==> config.mk <==
export PLATFORM = sky130hd
export DESIGN_NAME = tx_control
export DESIGN_NICKNAME = d
export VERILOG_FILES = /design/src/rtl/tx_control_pkg.sv /design/src/rtl/tx_control_baud_tick.sv /design/src/rtl/tx_control.sv
export SDC_FILE = /design/constraint.sdc
export NUM_CORES = 1
export LEC_CHECK = 0
export ABC_AREA = 1
export BUFFER_PORTS_ARGS = -buffer_cell sky130_fd_sc_hd__buf_2
export CAP_MARGIN = 20
export CORE_MARGIN = 2
export CORE_UTILIZATION = 60
export DETAILED_ROUTE_END_ITERATION = 10
export GPL_TIMING_DRIVEN = 0
export HOLD_SLACK_MARGIN = 0.1
export PLACE_DENSITY = 0.8
export SYNTH_ARGS = -nofsm -noshare
export SYNTH_HDL_FRONTEND = slang
export SYNTH_SLANG_ARGS = --single-unit
export TNS_END_PERCENT = 20
==> constraint.sdc <==
create_clock -name clk -period 2.8 [get_ports clk]
set_clock_uncertainty 0.2 [all_clocks]
set_input_delay 0.42 -clock clk [delete_from_list [all_inputs] [get_ports clk]]
set_output_delay 0.42 -clock clk [all_outputs]
set_load 0.02 [all_outputs]
==> src/rtl/tx_control_pkg.sv <==
// tx_control_pkg: shared state encodings and line-select codes for the serial transmitter
package tx_control_pkg;

    typedef enum logic [2:0] {
        IDLE   = 3'd0,
        START  = 3'd1,
        DATA   = 3'd2,
        PARITY = 3'd3,
        STOP   = 3'd4
    } state_t;

    localparam logic [1:0] SEL_START  = 2'b00;
    localparam logic [1:0] SEL_DATA   = 2'b01;
    localparam logic [1:0] SEL_PARITY = 2'b10;
    localparam logic [1:0] SEL_STOP   = 2'b11;

endpackage

==> src/rtl/tx_control_baud_tick.sv <==
// baud_tick: counts 0..CLKS_PER_BIT-1 and flags the terminal count for one cycle
module baud_tick #(
    parameter int CLKS_PER_BIT = 16
) (
    input  logic clk,
    input  logic rst_n,
    input  logic clear,
    output logic tick
);

    localparam int CW = $clog2(CLKS_PER_BIT);
    localparam logic [CW-1:0] LAST = CW'(CLKS_PER_BIT - 1);

    logic [CW-1:0] cnt_q, cnt_d;

    assign tick = cnt_q == LAST;

    // wrap to zero at terminal count, hold at zero while cleared
    always_comb cnt_d = (clear || tick) ? '0 : cnt_q + CW'(1);

    // counter register
    always_ff @(posedge clk or negedge rst_n)
        if (!rst_n) cnt_q <= '0;
        else        cnt_q <= cnt_d;

endmodule

==> src/rtl/tx_control.sv <==
// tx_control: frame sequencer for an 8-bit, parity, one-stop-bit serial transmitter
module tx_control
    import tx_control_pkg::*;
#(
    parameter int CLKS_PER_BIT = 16,
    parameter int PARITY_ODD   = 0
) (
    input  logic       clk,
    input  logic       rst_n,
    input  logic       tx_start,
    input  logic [7:0] tx_data,
    output logic [1:0] sel,
    output logic       data_bit,
    output logic       parity_bit,
    output logic       busy,
    output logic       done
);

    localparam logic ODD = PARITY_ODD != 0;

    state_t     state_q, state_d;
    logic [7:0] shift_q, shift_d;
    logic [2:0] bit_q, bit_d;
    logic       parity_q, parity_d;
    logic       busy_q, busy_d;
    logic       done_q, done_d;
    logic       clear, tick;

    baud_tick #(.CLKS_PER_BIT(CLKS_PER_BIT)) u_baud (
        .clk   (clk),
        .rst_n (rst_n),
        .clear (clear),
        .tick  (tick)
    );

    assign data_bit   = shift_q[0];
    assign parity_bit = parity_q;
    assign busy       = busy_q;
    assign done       = done_q;

    // line source decoded from the registered state only
    always_comb
        sel = state_q == START  ? SEL_START  :
              state_q == DATA   ? SEL_DATA   :
              state_q == PARITY ? SEL_PARITY : SEL_STOP;

    // next-state, shift and counter logic; baud counter held clear while idle
    always_comb begin
        state_d  = state_q;
        shift_d  = shift_q;
        bit_d    = bit_q;
        parity_d = parity_q;
        done_d   = 1'b0;
        clear    = 1'b0;
        case (state_q)
            IDLE: begin
                clear = 1'b1;
                if (tx_start) begin
                    state_d  = START;
                    shift_d  = tx_data;
                    bit_d    = '0;
                    parity_d = ^tx_data ^ ODD;
                end
            end
            START:  if (tick) state_d = DATA;
            DATA: if (tick) begin
                shift_d = shift_q >> 1;
                bit_d   = bit_q + 3'd1;
                if (bit_q == 3'd7) state_d = PARITY;
            end
            PARITY: if (tick) state_d = STOP;
            STOP: if (tick) begin
                state_d = IDLE;
                done_d  = 1'b1;
            end
            default: state_d = IDLE;
        endcase
        busy_d = state_d != IDLE;
    end

    // state and datapath registers, asynchronously cleared
    always_ff @(posedge clk or negedge rst_n)
        if (!rst_n) begin
            state_q  <= IDLE;
            shift_q  <= '0;
            bit_q    <= '0;
            parity_q <= 1'b0;
            busy_q   <= 1'b0;
            done_q   <= 1'b0;
        end else begin
            state_q  <= state_d;
            shift_q  <= shift_d;
            bit_q    <= bit_d;
            parity_q <= parity_d;
            busy_q   <= busy_d;
            done_q   <= done_d;
        end

endmodule

## Word-level counts from Yosys, hierarchy flattened

Index checks and enable logic that the tools add are counted.

| cells by class | value |
|---|---|
| add/subtract/negate cells | 2 |
| eq/ne operators | 8 |
| multiplexer cells | 20 |
| reductions and logical operators | 7 |

Operators by type and width:

| kind | number |
|---|---|
| $mux 3 | 8 |
| $mux 8 | 2 |
| $pmux 8 s2 | 1 |
| $pmux 3 s5 | 1 |
| $reduce_xor 8->1 | 1 |
| $eq 3x2->1 const B | 2 |
| $eq 3x3->1 const B | 2 |
| $pmux 3 s2 | 1 |
| $add 4x1->4 const B | 1 |
| $eq 4x4->1 const B | 1 |
| $mux 1 | 4 |
| $mux 2 | 2 |
| $mux 4 | 1 |
| $add 3x1->3 const B | 1 |
| $eq 3x1->1 const B | 1 |
| $logic_not 3->1 | 1 |
| $reduce_and 3->1 | 1 |
| $reduce_bool 3->1 | 1 |
| $ne 2x1->1 const B | 1 |
| $ne 2x2->1 const B | 1 |
| $reduce_and 2->1 | 1 |
| $reduce_bool 2->1 | 1 |
| $logic_or 1x1->1 | 1 |

| word-level totals | value |
|---|---|
| bits in registers | 21 |
| output and inout bits | 6 |

## Longest topological paths before layout

Gate-level depths: netlist of run 1.

| depth | value |
|---|---|
| word-level depth | 5 |
| gate-level depth with buffers | 9 |

## By module

A second synthesis of run 1 with hierarchy kept.

| second synthesis, totals | value |
|---|---|
| cells, all modules | 150 |
| area, all modules | 1,164.9 um2 |

Modules (own cells, without submodules):

| module | times used | cells an instance | area an instance (um2) | sequential area each (um2) |
|---|---|---|---|---|
| tx_control | 1 | 131 | 972.2 | 425.4 |
| baud_tick | 1 | 19 | 192.7 | 100.1 |

## Worst setup path after synthesis of run 1

Ideal clock, no wire load.

| timing | value |
|---|---|
| path kind | register to output |
| start point | register state_q[2] |
| end point | output port sel[1] |
| arrival time | 1,015 ps |
| required time | 2,180 ps |
| path slack | 1,165 ps |
| stages on the path, launching flop included | 5 |
| cells stage by stage | dfrtp_1 -> bufinv_8 -> nand2_1 -> o21ai_0 -> inv_1 |

| on the way | value |
|---|---|
| word-level cells in the longest chain between the ends | 3 |
| elaborated cells on any way between the ends | 4 |
| classes of those cells | eq/ne (2); mux (2) |

Ends and longest elaborated chain:

| element | line | text |
|---|---|---|
| start: declaration | tx_control.sv:21 | `state_t state_q, state_d;` |
| start signal: assignment | tx_control.sv:91 | `state_q <= state_d;` |
| $eq 3x2->1 | tx_control.sv:44 | `state_q == DATA ? SEL_DATA :` |
| $mux 2 | tx_control.sv:44 |  |
| $mux 2 * | tx_control.sv:43 | `sel = state_q == START ? SEL_START :` |
| end: declaration | tx_control.sv:12 | `output logic [1:0] sel,` |

Mark *: on every way between the ends. The rest lies on a longest branch, timed or not.

## Worst setup path in the final report of run 1

| timing | value |
|---|---|
| start point | register state_q[0] |
| end point | output port sel[1] |

Same word-level chain as after synthesis.

==> impl_metrics.tcl, run 1 <==
set metrics [dict create \
    track_usage 0.232 \
    numCtsBuffers 3 \
    drt_iter0_markers 20 \
    hold_class "input pin to register" \
    row_count 16 \
    critPathArrivalTime_ps 1530 \
    viasPerCell 5.02 \
    worstMarginPinSlew_ps 455 \
    grt_overflow 0 \
    dp_slack_ps 1000 \
    final_nets 188 \
    syn_to_final_growth_pct 12.0 \
    status "finished, final reports clean" \
    synth_common_cells "nand2_1 (46), inv_1 (26), dfrtp_1 (21), nor2_1 (11), o21ai_0 (8)" \
    yosysTopAreaCellShare 0.417 \
    place.gp.congestion 0.752 \
    cp_max_fo 10 \
    finalHoldViolCount 0 \
    hpwl_um 1890 \
    vdd_ir_drop_max_mv 0.234 \
    drive_above_1_share 0.260 \
    p_per_area_nw_per_um2 364 \
    path_delay_family "flip-flops" \
    synthArstFlopShare 1.00 \
    drtAntennaViolNets 0 \
    synth_top_area_cell "dfrtp_1" \
    cts_buffer_depth 2 \
    synth_most_common_cell "nand2_1" \
    ios 17 \
    r2r_start "u_baud.cnt_q[0]$_DFF_PN0_" \
    yosysUniqueCellTypes 26 \
    synth_area_um2 1260 \
    syn_nets 166 \
    drc_errors 0 \
    yosysWarningCount 0 \
    slowest_delay_ps 490 \
    first_pass_iters 4 \
    p_comb_frac 0.110 \
    crit_chain "nor2_2 > nand2_4 > buf_4 > o21ai_0 > inv_1 > buf_2" \
    tns_ps 0 \
    drt_wl_total_um 2380 \
    setup.worst_path.class "register to output pin" \
    die_h_um 49.8 \
    leakage_nw 0.780 \
    drv_cap 0 \
    ys.flop_type "dfrtp_1" \
    coreArea_um2 1980 \
    via_count 1004 \
    synth_area_leaders "dfrtp_1 (42%), nand2_1 (14%), inv_1 (7.7%)" \
    finalWorstSetupSlack_ps 648 \
    die_area_um2 2480 \
    htreeDepth 1 \
    cp.buffers_inverters 3 \
    report.final.slew_viol_count 0 \
    end_kind "output pin" \
    cts_tree "built" \
    fmax_mhz 465 \
    port_buffers 16 \
    fin_crit_sh 0.769 \
    ys_seq_elements 21 \
    die_x_um 49.8 \
    clkPwrFrac 0.283 \
    post_cts_resized 0 \
    p_seq_frac 0.607 \
    cp.required_ps 2180 \
    synth_edf_count 0 \
    synth_seq_area_share 0.417 \
    wl_per_cell_um 11.9 \
    hold_start "tx_data[7]" \
    slew_headroom 0.697 \
    cts_root_buf "clkbuf_4" \
    syn_avg_cell_area_um2 8.30 \
    clock_latency_ps 300 \
    p_switching_uw 131 \
    design_area_um2 1410 \
    clk_pin_slew_ps 110 \
    antenna_cells 0 \
    critical_path.startpoint "state_q[0]$_DFF_PN0_" \
    grt_pass1_wl_um 4420 \
    finalCriticalPeriod_ps 2150 \
    place_area_um2 1380 \
    antenna_found_initial 0 \
    synth_cells 152 \
    p_int_uw 384 \
    post-cts-setup-buffers 0 \
    first_global_vias 1090 \
    rsz0062_at_grt "no" \
    p_sw_frac 0.254 \
    cp-start-kind "register" \
    setup_viol 0 \
    start_util 0.636 \
    cts.sinks 21 \
    grt_max_degree 22 \
    slowest_stage "dfrtp_1" \
]
==> power by group through the flow <==
stage                     logic [mW]  clock network, mW  registers, mW
after floorplan               0.0292                  0          0.321
after global placement        0.0528                  0          0.318
after detailed placement      0.0563                  0          0.318
after CTS                     0.0576              0.147          0.312
after global routing          0.0677              0.160          0.313
final                         0.0567              0.145          0.313
==> what timing repair did <==
item	in CTS	in global routing
endpoints found under the hold margin	21	0
setup endpoints to repair	0	0
hold buffers	1	0
==> routing by layer <==
layer	global-route usage	up-vias	share of wire
met3	0.0364	2	0.040
met2	0.431	25	0.54
met4	0.0602	0	0.0021
met5	0	-	0
li1	-	509	-
met1	0.274	468	0.42
==> final timing paths <==
| path | end | slack [ps] | depth (start not counted) |
|---|---|---|---|
| max in group asynchronous | state_q[2]$_DFF_PN0_ | 1700 | 2 |
| min | shift_q[7]$_DFFE_PN0P_ | 220 | 3 |
| min in group asynchronous | shift_q[2]$_DFFE_PN0P_ | 380 | 2 |
| min reg2reg | u_baud.cnt_q[0]$_DFF_PN0_ | 280 | 1 |
| max | sel[1] | 650 | 6 |
| max reg2reg | shift_q[5]$_DFFE_PN0P_ | 1100 | 8 |
==> kinds of logic after synthesis <==
group | after synthesis | synth area share
buffers and inverters | 30 | 0.120
and+or+nand+nor | 76 | 0.291
AOI/OAI and AO/OA | 19 | 0.122
DFF | 21 | 0.417
xor gates and xnor gates | 3 | 0.0208
adders and majority gates | 3 | 0.0298
==> flip-flops by register name, summed over array words and instances (netlist names) <==
name	cells
shift_q	8
u_baud.cnt_q	4
bit_q	3
state_q	3
busy	1
done	1
parity_bit	1
==> stage by stage <==
step / hold WS (ps) / util / total power, mW / std cells
detailed placement: 198 / 0.694 / 0.375 / 195
global placement: 190 / 0.694 / 0.371 / 195
floorplan: -75.6 / - / 0.350 / 152
CTS: 228 / 0.713 / 0.517 / 200
global route: 224 / 0.713 / 0.541 / 200
finish: 223 / 0.713 / 0.515 / 200
==> worst reg2reg max path, stage by stage (launching register included) <==
cell and delay, ps:
dfrtp_1 400, ha_1 260, nand3_4 150, nor2_4 230, nor2_8 70, inv_6 80, buf_12 140, nand2_2 60
o21ai_2 50
==> layout by cell type (no fill, tap or decap), types with 4 or more instances in the layout <==
| cell type | Yosys | routed |
|---|---|---|
| nand2_1 | 46 | 46 |
| nand2_2 | 4 | 4 |
| o21ai_2 | 6 | 6 |
| inv_1 | 26 | 26 |
| dfrtp_1 | 21 | 21 |
| nand3_1 | 5 | 5 |
| buf_2 | 0 | 16 |
| nor2_1 | 11 | 11 |
| o21ai_0 | 8 | 8 |
==> cell type report <==
| class | count | area (µm²) |
|---|---|---|
| clock buffers | 3 | 22.5 |
| repair buffers | 17 | 90.1 |
| plain buffers | 2 | 27.5 |
| well taps | 27 | 33.8 |
| multi-input cells | 101 | 584 |
| fillers | 155 | 569 |
| inverters | 28 | 124 |
| clock inverters | 1 | 5.00 |
| flip-flops and latches | 21 | 526 |
Power figures use the tool's default switching activity.
==> inputs of run 2 (changes only) <==
--- a/config.mk
+++ b/config.mk
@@ -9,11 +9,11 @@
 export BUFFER_PORTS_ARGS = -buffer_cell sky130_fd_sc_hd__buf_2
 export CAP_MARGIN = 20
 export CORE_MARGIN = 2
-export CORE_UTILIZATION = 60
+export CORE_UTILIZATION = 50
 export DETAILED_ROUTE_END_ITERATION = 10
 export GPL_TIMING_DRIVEN = 0
 export HOLD_SLACK_MARGIN = 0.1
-export PLACE_DENSITY = 0.8
+export PLACE_DENSITY = 0.71
 export SYNTH_ARGS = -nofsm -noshare
 export SYNTH_HDL_FRONTEND = slang
 export SYNTH_SLANG_ARGS = --single-unit
==> constraint.sdc (replaced) <==
create_clock -name clk -period 1.75 [get_ports clk]
set_clock_uncertainty 0.2 [all_clocks]
set_input_delay 0.2625 -clock clk [delete_from_list [all_inputs] [get_ports clk]]
set_output_delay 0.2625 -clock clk [all_outputs]
set_load 0.02 [all_outputs]
==> run 2 against run 1 <==
Against the previous run: design area increased by 7.3%; global-route usage down 4.1 points; total power up 61%; clock power grew 66%.
==> impl_metrics.tcl, run 2 (synthesis results as in run 1) <==
set metrics [dict create \
    status "finished, final reports clean" \
    hold_start "tx_data[5]" \
    drt_wl_total_um 2530 \
    top_regs "shift_q: 8 flops, u_baud.cnt_q: 4 flops" \
    grt_overflow 0 \
    drv_cap 0 \
    cts_root_buf "clkbuf_4" \
    htreeDepth 1 \
    fillCellCount 209 \
    numCtsBuffers 3 \
    die_h_um 54.2 \
    drc_errors 0 \
    rsz0062_at_grt "yes" \
    vdd_ir_drop_max_mv 0.597 \
    report.final.slew_viol_count 0 \
    drtAntennaViolNets 0 \
    slew_headroom 0.691 \
    final_nets 195 \
    cts_buffer_depth 2 \
    cts_tree "built" \
    finalWorstSetupSlack_ps 1.53 \
    place.gp.congestion 0.761 \
    via_count 1055 \
    cp_max_fo 3 \
    end_kind "output pin" \
    final_common_cell "nand2_1" \
    slowest_stage "dfrtp_1" \
    largest-register "shift_q" \
    viasPerCell 5.02 \
    dp_slack_ps 39.1 \
    grt_pass1_wl_um 4030 \
    fin_crit_sh 0.999 \
    r2r_start "state_q[2]$_DFF_PN0_" \
    grt_max_degree 22 \
    ios 17 \
    setup_viol 0 \
    wl_per_cell_um 12.1 \
    cp-start-kind "register" \
    clock_latency_ps 310 \
    r2r_cells 8 \
    layout_common_cells "nand2_1 (45), inv_1 (26), dfrtp_1 (19)" \
    setup.worst_path.class "register to output pin" \
    fmax_mhz 572 \
    coreArea_um2 2430 \
    slowest_delay_ps 430 \
    critPathArrivalTime_ps 1290 \
    port_buffers 16 \
    drt_iter0_markers 22 \
    antenna_cells 0 \
    grt_use_met3 0.0328 \
    first_global_vias 912 \
    die_x_um 54.2 \
    hpwl_um 1840 \
    start_util 0.519 \
    worstMarginPinSlew_ps 463 \
    min_path_cells 5 \
    place_inst 198 \
    finalCriticalPeriod_ps 1750 \
    leakage_nw 0.821 \
    r2r_end "shift_q[1]$_DFFE_PN0P_" \
    p_per_area_nw_per_um2 548 \
    largest_reg_flops 8 \
    row_count 18 \
    design_area_um2 1520 \
    grt_busiest_layer "met2" \
    gr-usage-met2 0.315 \
    clk_pin_slew_ps 120 \
    cts.sinks 21 \
    hold_class "input pin to register" \
    instances_no_fill 210 \
    track_usage 0.191 \
    p_total_uw 831 \
    first_pass_iters 4 \
    syn_to_final_growth_pct 20.1 \
    grt.met1_usage 0.259 \
    drive_above_1_share 0.300 \
    place_area_um2 1380 \
    cp.required_ps 1290 \
    antenna_found_initial 0 \
    min_to "shift_q[5]$_DFFE_PN0P_" \
    crit_chain "bufinv_8 > nand2_2 > o21ai_2 > inv_1 > buf_6" \
    r2r_slack_ps 30 \
    die_area_um2 2940 \
    hold_slack_ps 114 \
    critical_path.startpoint "state_q[2]$_DFF_PN0_" \
    finalHoldViolCount 0 \
]
[run 2: how the worst max path moves through the flow]
stage	to	slack, ps	cells past startpoint
6_report	sel[1]	2	5
5_1_grt	sel[1]	-60	5
2_1_floorplan	shift_q[0]$_DFFE_PN0P_	200	8
3_5_place_dp	shift_q[7]$_DFFE_PN0P_	40	7
3_3_place_gp	sel[1]	100	6
4_1_cts	sel[1]	-7	5
[run 2: what timing repair did]
item,CTS,global route
setup endpoints to repair,1,10
setup buffers,4,1
pin swaps,2,1
gates resized for setup,10,0
endpoints found under the hold margin,22,0
hold buffers,2,0
gates cloned,0,1
[run 2: cell type report]
type,count,area (µm²),area share
Inverter,28,124,0.0818
Clock buffer,4,26.3,0.0173
Tap cell,30,37.5,0.0248
Sequential cell,21,528,0.348
Timing Repair Buffer,24,169,0.111
Multi-Input combinational cell,101,596,0.393
Buffer,2,35.0,0.0231
[run 2: metrics by stage]
| step | util | TNS, ps |
|---|---|---|
| after floorplan | - | 0 |
| after global placement | 0.567 | 0 |
| after detailed placement | 0.567 | 0 |
| after CTS | 0.610 | -7.11 |
| after global routing | 0.623 | -323 |
| final | 0.623 | 0 |
[run 2: routing by layer]
| metal | wire length (µm) | vias to the layer above |
|---|---|---|
| li1 | - | 525 |
| met1 | 1170 | 502 |
| met2 | 1250 | 24 |
| met3 | 88 | 4 |
| met4 | 25 | 0 |
| met5 | 0 | - |
[run 2: critical path: cells and delay by family, from the launching register on]
family,cells,cell delay (ps)
AO/OA/AOI/OAI,1,120
buffers and inverters,3,370
flip-flops,1,430
AND/OR/NAND/NOR,1,50
[run 2: report_power, final]
group	switching [mW]	internal (mW)	total [mW]
Clock	0.151	0.0890	0.240
Sequential	0.00441	0.495	0.499
Combinational	0.0557	0.0355	0.0912
==> inputs of run 3 (changes only) <==
==> constraint.sdc (replaced) <==
create_clock -name clk -period 1.75 [get_ports clk]
set_clock_uncertainty 0.2 [all_clocks]
set_input_delay 0.2625 -clock clk [delete_from_list [all_inputs] [get_ports clk]]
set_output_delay 0.2625 -clock clk [all_outputs]
set_load 0.01 [all_outputs]
==> run 3 against run 2 <==
Against the previous run: register-to-register slack is essentially flat; sequential share of layout area grew 0.090 points; sequential power is essentially flat; fmax is essentially flat; cell count is the same; combinational power shrank 3.5%; design area shrank 0.49%; die area is the same; worst setup slack gained 0.92 ps; critical path type unchanged; largest cell class unchanged.
==> impl_metrics.tcl, run 3 (synthesis results as in run 1) <==
set metrics [dict create \
    status "finished, final reports clean" \
    grt_pass1_wl_um 4080 \
    critPathArrivalTime_ps 1290 \
    row_count 18 \
    cts_root_buf "clkbuf_4" \
    end_kind "output pin" \
    antenna_cells 0 \
    cp-start-kind "register" \
    slowest_stage "dfrtp_1" \
    wl_met1_um 1150 \
    cp.required_ps 1290 \
    cts.sinks 21 \
    drc_errors 0 \
    drtAntennaViolNets 0 \
    crit_chain "bufinv_8 > nand2_2 > o21ai_2 > inv_1 > buf_2" \
    syn_to_final_growth_pct 19.5 \
    port_buffers 16 \
    first_global_vias 934 \
    wl_met3_um 72 \
    clk_pin_slew_ps 120 \
    via_count 1023 \
    place.gp.congestion 0.761 \
    antenna_found_initial 0 \
    slew_headroom 0.689 \
    largest_reg_flops 8 \
    cts_tree "built" \
    path_delay_family "flip-flops" \
    hold_class "input pin to register" \
    report.final.slew_viol_count 0 \
    rsz0062_at_grt "yes" \
    die_area_um2 2940 \
    fin_util 0.620 \
    p_per_area_nw_per_um2 546 \
    setup_viol 0 \
    viasPerCell 4.87 \
    grt_max_degree 22 \
    ios 17 \
    track_usage 0.193 \
    worstMarginPinSlew_ps 466 \
    die_x_um 54.2 \
    leakage_nw 0.820 \
    die_h_um 54.2 \
    cp.buffers_inverters 3 \
    dp_slack_ps 39.1 \
    start_util 0.519 \
    setup.worst_path.class "register to output pin" \
    drive_above_1_share 0.294 \
    finalCriticalPeriod_ps 1750 \
    cp_max_fo 3 \
    fin_crit_sh 0.999 \
    wl_per_cell_um 11.7 \
    drt_iter0_markers 15 \
    top_regs "shift_q: 8 flops, u_baud.cnt_q: 4 flops" \
    drv_cap 0 \
    hpwl_um 1840 \
    cts_buffer_depth 2 \
    numCtsBuffers 3 \
    grt_overflow 0 \
    top_layer_used "met4" \
    drt_wl_total_um 2460 \
    fmax_mhz 572 \
    coreArea_um2 2430 \
    final_nets 195 \
    first_pass_iters 4 \
    dr_wl_met2_um 1220 \
    slowest_delay_ps 430 \
    finalWorstSetupSlack_ps 2.45 \
    final_common_cell "nand2_1" \
    r2r_slack_ps 30 \
    tns_ps 0 \
    htreeDepth 1 \
    vdd_ir_drop_max_mv 0.580 \
    largest-register "shift_q" \
    finalHoldViolCount 0 \
    layout_common_cells "nand2_1 (45), inv_1 (26), dfrtp_1 (20)" \
    clock_latency_ps 310 \
]
run 3: layout make-up:
class / instances / area, µm²
Clock buffer: 4 / 26.3
Inverter: 28 / 124
Buffer: 2 / 35.0
Tap cell: 30 / 37.5
Multi-Input combinational cell: 101 / 596
Fill cell: 214 / 925
Timing Repair Buffer: 24 / 163
Sequential cell: 21 / 527
run 3: routing by layer:
layer  global-route usage  vias up
met2                0.329       19
li1                     -      525
met1                0.254      477
met4               0.0500        0
met3               0.0328        2
met5                    0        -
run 3: timing repair:
action / CTS / global route
setup endpoints to repair: 1 / 10
hold buffers: 2 / 0
pin swaps: 2 / 1
cloned: 0 / 1
endpoints found under the hold margin: 22 / 0
gates resized for setup: 7 / 0
setup buffers: 4 / 1
run 3: power breakdown:
group	switching [mW]	internal (mW)	leakage (nW)
clock network	0.147	0.0890	0.0150
registers	0.00441	0.495	0.244
logic	0.0525	0.0354	0.561
run 3: metrics by stage:
| stage | cells | hold slack (ps) | power, mW | cell area [µm²] |
|---|---|---|---|---|
| 3_3_place_gp | 198 | 39.7 | 0.591 | 1380 |
| 6_report | 210 | 116 | 0.823 | 1510 |
| 4_1_cts | 208 | 109 | 0.837 | 1480 |
| 3_5_place_dp | 198 | 46.2 | 0.595 | 1380 |
| 5_1_grt | 210 | 137 | 0.870 | 1510 |
| 2_1_floorplan | 152 | -233 | 0.557 | 1260 |
run 3: worst paths after layout:
| check | depth (start not counted) | end | startpoint |
|---|---|---|---|
| setup / recovery | 5 | sel[1] | state_q[2]$_DFF_PN0_ |
| setup reg to reg | 8 | shift_q[1]$_DFFE_PN0P_ | state_q[2]$_DFF_PN0_ |
| hold / removal | 5 | shift_q[5]$_DFFE_PN0P_ | tx_data[5] |
| min in group asynchronous | 2 | done$_DFF_PN0_ | rst_n |
| max in group asynchronous | 2 | state_q[0]$_DFF_PN0_ | rst_n |
| hold reg to reg | 2 | parity_bit$_DFFE_PN0P_ | parity_bit$_DFFE_PN0P_ |
run 3: worst register-to-register path, cell delays in order, from the launching register on:
cell and delay (ps):
dfrtp_1 430, bufinv_8 200, buf_4 140, nand2_2 90, nor2_4 210, nor2_8 80
inv_6 90, clkbuf_16 150, o21ai_2 50
